===== config.mk =====
export PLATFORM = sky130hd
export DESIGN_NAME = cam_pattern_gen
export DESIGN_NICKNAME = d
export VERILOG_FILES = /design/src/rtl/cam_pattern_gen.sv
export SDC_FILE = /design/constraint.sdc
export NUM_CORES = 1
export LEC_CHECK = 0
export BUFFER_PORTS_ARGS = -buffer_cell sky130_fd_sc_hd__clkbuf_2
export CORE_ASPECT_RATIO = 1.5
export CORE_MARGIN = 3
export CORE_UTILIZATION = 55
export DETAILED_ROUTE_END_ITERATION = 16
export HOLD_SLACK_MARGIN = 0.12
export PLACE_DENSITY = 0.69
export SYNTH_ARGS = -nofsm -noshare
export SYNTH_HDL_FRONTEND = slang
export SYNTH_SLANG_ARGS = --single-unit

===== constraint.sdc =====
create_clock -name clk_fast -period 3.53 [get_ports clk_fast]
set_clock_uncertainty 0.05 [all_clocks]
set_input_delay 0.353 -clock clk_fast [delete_from_list [all_inputs] [get_ports clk_fast]]
set_output_delay 0.353 -clock clk_fast [all_outputs]
set_load 0.05 [all_outputs]

===== src/rtl/cam_pattern_gen.sv =====
// rtl/cam_pattern_gen.sv - camera-side frame/test-pattern transmitter (pclk/href/vsync/data)
`timescale 1ns/1ps
module cam_pattern_gen #(
    parameter int H_ACTIVE = 640,
    parameter int V_ACTIVE = 480,
    parameter int H_BLANK  = 144,
    parameter int VS_LINES = 3,
    parameter int V_BACK   = 17,
    parameter int V_FRONT  = 10,
    parameter int PCLK_DIV = 2
) (
    input  logic        clk_fast,
    input  logic        reset_n,
    input  logic        enable,
    input  logic [1:0]  pattern_sel,
    output logic        pclk,
    output logic        href,
    output logic        vsync,
    output logic [7:0]  data,
    output logic        frame_done,
    output logic [15:0] frame_cnt,
    output logic        busy
);

    localparam int LINE = 2 * H_ACTIVE + H_BLANK;
    localparam logic [15:0] LINE_LAST = 16'(LINE - 1);
    localparam logic [15:0] HREF_LEN  = 16'(2 * H_ACTIVE);
    localparam logic [15:0] LAST_LINE = 16'(V_ACTIVE - 1);
    localparam logic [15:0] VS_LAST   = 16'(VS_LINES * LINE - 1);
    localparam logic [15:0] VB_LAST   = 16'(V_BACK * LINE - 1);
    localparam logic [15:0] VF_LAST   = 16'(V_FRONT * LINE - 1);
    localparam int DIV_W = (PCLK_DIV > 1) ? $clog2(PCLK_DIV) : 1;
    localparam logic [DIV_W-1:0] DIV_LAST = DIV_W'(PCLK_DIV - 1);

    typedef enum logic [2:0] {
        IDLE, VSYNC, VBACK, ACTIVE, VFRONT, DONE
    } state_t;

    state_t           state;
    logic [DIV_W-1:0] div_cnt;
    logic             div_wrap;
    logic             fall_tick;
    logic [1:0]       sel_q;
    logic [15:0]      ph_cnt;
    logic [15:0]      h_cnt;
    logic [15:0]      h_next;
    logic [15:0]      line_cnt;
    logic [7:0]       byte_cnt;

    assign div_wrap  = (div_cnt == DIV_LAST);
    assign fall_tick = div_wrap & pclk;
    assign h_next    = h_cnt + 16'd1;

    function automatic logic [7:0] pick_byte(input logic [1:0] sel, input logic [7:0] cnt,
                                             input logic [15:0] idx, input logic [15:0] line);
        case (sel)
            2'd0:    pick_byte = 8'hAA;
            2'd1:    pick_byte = cnt;
            2'd2:    pick_byte = idx[7:0];
            default: pick_byte = line[7:0];
        endcase
    endfunction

    always_ff @(posedge clk_fast or negedge reset_n) begin
        if (!reset_n) begin
            div_cnt <= '0;
            pclk    <= 1'b0;
        end else if (div_wrap) begin
            div_cnt <= '0;
            pclk    <= ~pclk;
        end else begin
            div_cnt <= div_cnt + DIV_W'(1);
        end
    end

    always_ff @(posedge clk_fast or negedge reset_n) begin
        if (!reset_n) begin
            state      <= IDLE;
            sel_q      <= 2'd0;
            ph_cnt     <= 16'd0;
            h_cnt      <= 16'd0;
            line_cnt   <= 16'd0;
            byte_cnt   <= 8'd0;
            href       <= 1'b0;
            vsync      <= 1'b0;
            data       <= 8'd0;
            frame_done <= 1'b0;
            frame_cnt  <= 16'd0;
            busy       <= 1'b0;
        end else begin
            frame_done <= 1'b0;
            case (state)
                IDLE: begin
                    if (fall_tick && enable) begin
                        sel_q    <= pattern_sel;
                        busy     <= 1'b1;
                        vsync    <= 1'b1;
                        ph_cnt   <= 16'd0;
                        byte_cnt <= 8'd0;
                        state    <= VSYNC;
                    end
                end
                VSYNC: begin
                    if (fall_tick) begin
                        // Arriving from DONE, vsync is still low: this tick opens the first period.
                        if (!vsync) begin
                            vsync  <= 1'b1;
                            ph_cnt <= 16'd0;
                        end else if (ph_cnt == VS_LAST) begin
                            vsync  <= 1'b0;
                            ph_cnt <= 16'd0;
                            if (V_BACK == 0) begin
                                state    <= ACTIVE;
                                h_cnt    <= 16'd0;
                                line_cnt <= 16'd0;
                                href     <= 1'b1;
                                data     <= pick_byte(sel_q, byte_cnt, 16'd0, 16'd0);
                                byte_cnt <= byte_cnt + 8'd1;
                            end else begin
                                state <= VBACK;
                            end
                        end else begin
                            ph_cnt <= ph_cnt + 16'd1;
                        end
                    end
                end
                VBACK: begin
                    if (fall_tick) begin
                        if (ph_cnt == VB_LAST) begin
                            ph_cnt   <= 16'd0;
                            state    <= ACTIVE;
                            h_cnt    <= 16'd0;
                            line_cnt <= 16'd0;
                            href     <= 1'b1;
                            data     <= pick_byte(sel_q, byte_cnt, 16'd0, 16'd0);
                            byte_cnt <= byte_cnt + 8'd1;
                        end else begin
                            ph_cnt <= ph_cnt + 16'd1;
                        end
                    end
                end
                ACTIVE: begin
                    if (fall_tick) begin
                        if (h_cnt == LINE_LAST) begin
                            if (line_cnt == LAST_LINE) begin
                                href   <= 1'b0;
                                data   <= 8'd0;
                                ph_cnt <= 16'd0;
                                if (V_FRONT == 0) begin
                                    state      <= DONE;
                                    frame_done <= 1'b1;
                                    frame_cnt  <= frame_cnt + 16'd1;
                                end else begin
                                    state <= VFRONT;
                                end
                            end else begin
                                line_cnt <= line_cnt + 16'd1;
                                h_cnt    <= 16'd0;
                                href     <= 1'b1;
                                data     <= pick_byte(sel_q, byte_cnt, 16'd0, line_cnt + 16'd1);
                                byte_cnt <= byte_cnt + 8'd1;
                            end
                        end else begin
                            h_cnt <= h_next;
                            if (h_next < HREF_LEN) begin
                                href     <= 1'b1;
                                data     <= pick_byte(sel_q, byte_cnt, h_next, line_cnt);
                                byte_cnt <= byte_cnt + 8'd1;
                            end else begin
                                href <= 1'b0;
                                data <= 8'd0;
                            end
                        end
                    end
                end
                VFRONT: begin
                    if (fall_tick) begin
                        if (ph_cnt == VF_LAST) begin
                            state      <= DONE;
                            frame_done <= 1'b1;
                            frame_cnt  <= frame_cnt + 16'd1;
                        end else begin
                            ph_cnt <= ph_cnt + 16'd1;
                        end
                    end
                end
                DONE: begin
                    if (enable) begin
                        sel_q    <= pattern_sel;
                        byte_cnt <= 8'd0;
                        ph_cnt   <= 16'd0;
                        state    <= VSYNC;
                    end else begin
                        busy  <= 1'b0;
                        state <= IDLE;
                    end
                end
                default: state <= IDLE;
            endcase
        end
    end

endmodule


==> results_dict.tcl <==
set metrics [dict create \
    status "finished, final reports clean" \
    finalHoldViolCount 0 \
    htreeDepth 3 \
    track_usage_pct 25.0 \
    yosys.area_share.simple_pct 26.0 \
    yosysUniqueCellTypes 77 \
    synthAdderAreaFrac_pct 1.11 \
    synth_top_family_by_area "simple AND/OR/NAND/NOR gates" \
    dp.cells 751 \
    mostFrequentLayoutCells "dfrtp_1 (91), o21ai_0 (68), nand2_1 (66)" \
    setup_viol 0 \
    viasPerCell 6.28 \
    diodes 0 \
    fill_cells 856 \
    max_cap_viol_count 0 \
    cp_data_required_time_ns 3.70 \
    grt_pass1_wl_mm 22.6 \
    die_h_um 130 \
    ys.flop_type "dfrtp_1" \
    max-clock-path-buffers 2 \
    vias 4820 \
    boundaryPins 34 \
    p_leak_nw 2.58 \
    cts_buffers 9 \
    fin_crit_ns 2.69 \
    gr-usage-met2_pct 41.6 \
    synth_compound_area_share_pct 20.8 \
    irDropWorstVdd_mv 0.328 \
    grtUsageMet3_pct 3.79 \
    cts_resized 0 \
    grt_util_met1_pct 30.7 \
    grt_busiest_layer "met2" \
    worst_pin_slew_ns 1.04 \
    dr.pass1.iters 5 \
    synth_xor_area_share_pct 5.60 \
    worstPathArrival_ns 2.86 \
    post-route-period-util_pct 76.2 \
    drive_gt1_share_pct 14.7 \
    cp_slowest_stage_delay_ns 0.45 \
    ant_nets 0 \
    synth-edff-count 0 \
    final_common_cell "dfrtp_1" \
    yosysSeqAreaShare_pct 40.4 \
    io_buffers 33 \
    area_growth_pct 8.44 \
    overflow 0 \
    dieArea_mm2 0.0115 \
    setup_slack_ns 0.839 \
    critical-path-top-delay-family "compound AO/OA/AOI/OAI gates" \
    power.density_mw_per_mm2 575 \
    syn_inst 630 \
    finalSetupTns_ns 0 \
    yosysWarnings 0 \
    antenna_found_initial 0 \
    clk_pin_slew_ns 0.07 \
    path_cells "ha_1, and3_2, nand2_2, o21ai_4, o221a_4, nand3_2, a2111oi_0, a21oi_1" \
    clock_latency_ns 0.35 \
    critPathMaxFanout 14 \
    worst_path_max_delay_cell "a2111oi_0" \
    timing.slew.headroom_pct 30.5 \
    drtIter0Drc 313 \
    synth_mux_area_share_pct 1.78 \
    dp_hpwl_mm 9.82 \
    wirelength_mm 13.5 \
    core_mm2 0.00985 \
    post-place-ws_ns 0.900 \
    cts_root_buf "clkbuf_16" \
    std_cell_rows 44 \
    async_flop_share_pct 100 \
    start_kind "register" \
    start_util_pct 57.1 \
    cts_tree "yes" \
    grt_pass1_vias 4629 \
    worst-path-buf-inv 0 \
    endpoint_kind "register" \
    post_cts_buffers 0 \
    instances_no_fill 767 \
    gp_congestion 0.867 \
    wl_per_cell_um 17.6 \
    cts.sinks 91 \
    die_w_um 88.6 \
    synth_seq_cells 91 \
    synth_area_per_cell_um2 8.94 \
    grt_max_degree 85 \
    slew_violations 0 \
    critPathKind "reg -> reg" \
    nets 657 \
    rsz0062_at_grt "false" \
    synth_nets 640 \
    synth_area_mm2 0.00563 \
    fmax_ghz 0.372 \
    hold_path.class "in -> async" \
    ctsHoldBuffers 0 \
    drcViolationCount 0 \
]
-- power by group --
part	internal [mW]	leakage (nW)	switching (mW)
Clock	0.576	0.146	0.432
Combinational	0.381	1.20	0.752
Sequential	1.15	1.22	0.217
-- state kept, by name (all words and copies together), names as in the netlist --
register / flops
data: 8
state: 3
busy: 1
div_cnt: 1
line_cnt: 16
frame_cnt: 16
sel_q: 2
href: 1
byte_cnt: 8
pclk: 1
frame_done: 1
vsync: 1
ph_cnt: 16
h_cnt: 16
-- cells in the mapped netlist, drive strengths merged (4+ instances only) --
library cell  count  area [um2]
a21oi            22         121
a22o             15         131
a31oi            13        81.3
and3             20         131
and4              7        63.8
buf              20         141
clkbuf           13        50.0
dfrtp            91        2280
ha                5        62.6
inv              14        52.6
mux2              5        60.1
mux2i             4        40.0
nand2            67         254
nand2b           13        81.3
nand3            31         183
nand4            13        96.3
nor2             62         260
nor2b            10        65.1
nor3             15         113
nor4              7        83.8
o211ai            5        37.5
o21ai            82         422
o31ai            16         120
xnor2            25         219
xor2             11        96.3
-- routing by layer --
metal | routed length, um | share of wire [%]
met2 | 6860 | 51
met4 | 541 | 4.0
met3 | 523 | 3.9
met5 | 0 | 0
met1 | 5580 | 41
-- worst paths after layout --
path | start | end | slack (ns) | cells after the start
worst max-delay path | h_cnt[0] | state[0] | 0.84 | 8
worst min register to register | frame_cnt[15] | frame_cnt[15] | 0.43 | 1
worst min-delay path | reset_n | frame_cnt[10] | 0.14 | 1
min in group clk_fast | pattern_sel[0] | sel_q[0] | 0.19 | 2
worst max register to register | h_cnt[0] | state[0] | 0.84 | 8
max in group asynchronous | reset_n | h_cnt[11] | 2.61 | 2
-- worst register-to-register path, delay by kind of cell, from the launching register on --
kind	cells	cell delay, ns
DFF	1	0.44
and+or+nand+nor	3	0.53
AOI/OAI and AO/OA	4	1.27
adders and majority gates	1	0.27
-- area by class of cell --
| class | instances | area [um2] | area share (%) |
|---|---|---|---|
| multi-input combinational | 492 | 3110 | 50.9 |
| sequential | 91 | 2280 | 37.3 |
| clock buffer | 10 | 239 | 3.91 |
| timing repair buffer | 39 | 213 | 3.48 |
| tap | 115 | 144 | 2.36 |
| clock inverter | 6 | 71.3 | 1.17 |
| inverter | 14 | 52.6 | 0.861 |
-- cells by family after synthesis --
logic type / after synthesis
fa+ha+maj: 5
flops: 91
buf+inv: 47
compound gates: 182
mux: 9
xor+xnor: 36
simple gates: 260
-- stage by stage --
stage	hold slack [ns]	utilization, %	total power, mW	area, um2
floorplan	0.00741	-	2.25	5630
finish	0.138	62.0	3.51	6110
global placement	0.408	58.8	2.49	5800
global route	0.184	62.0	3.72	6110
detailed placement	0.419	58.8	2.51	5800
CTS	0.184	62.0	3.52	6110
(Power assumes the default switching activity.)
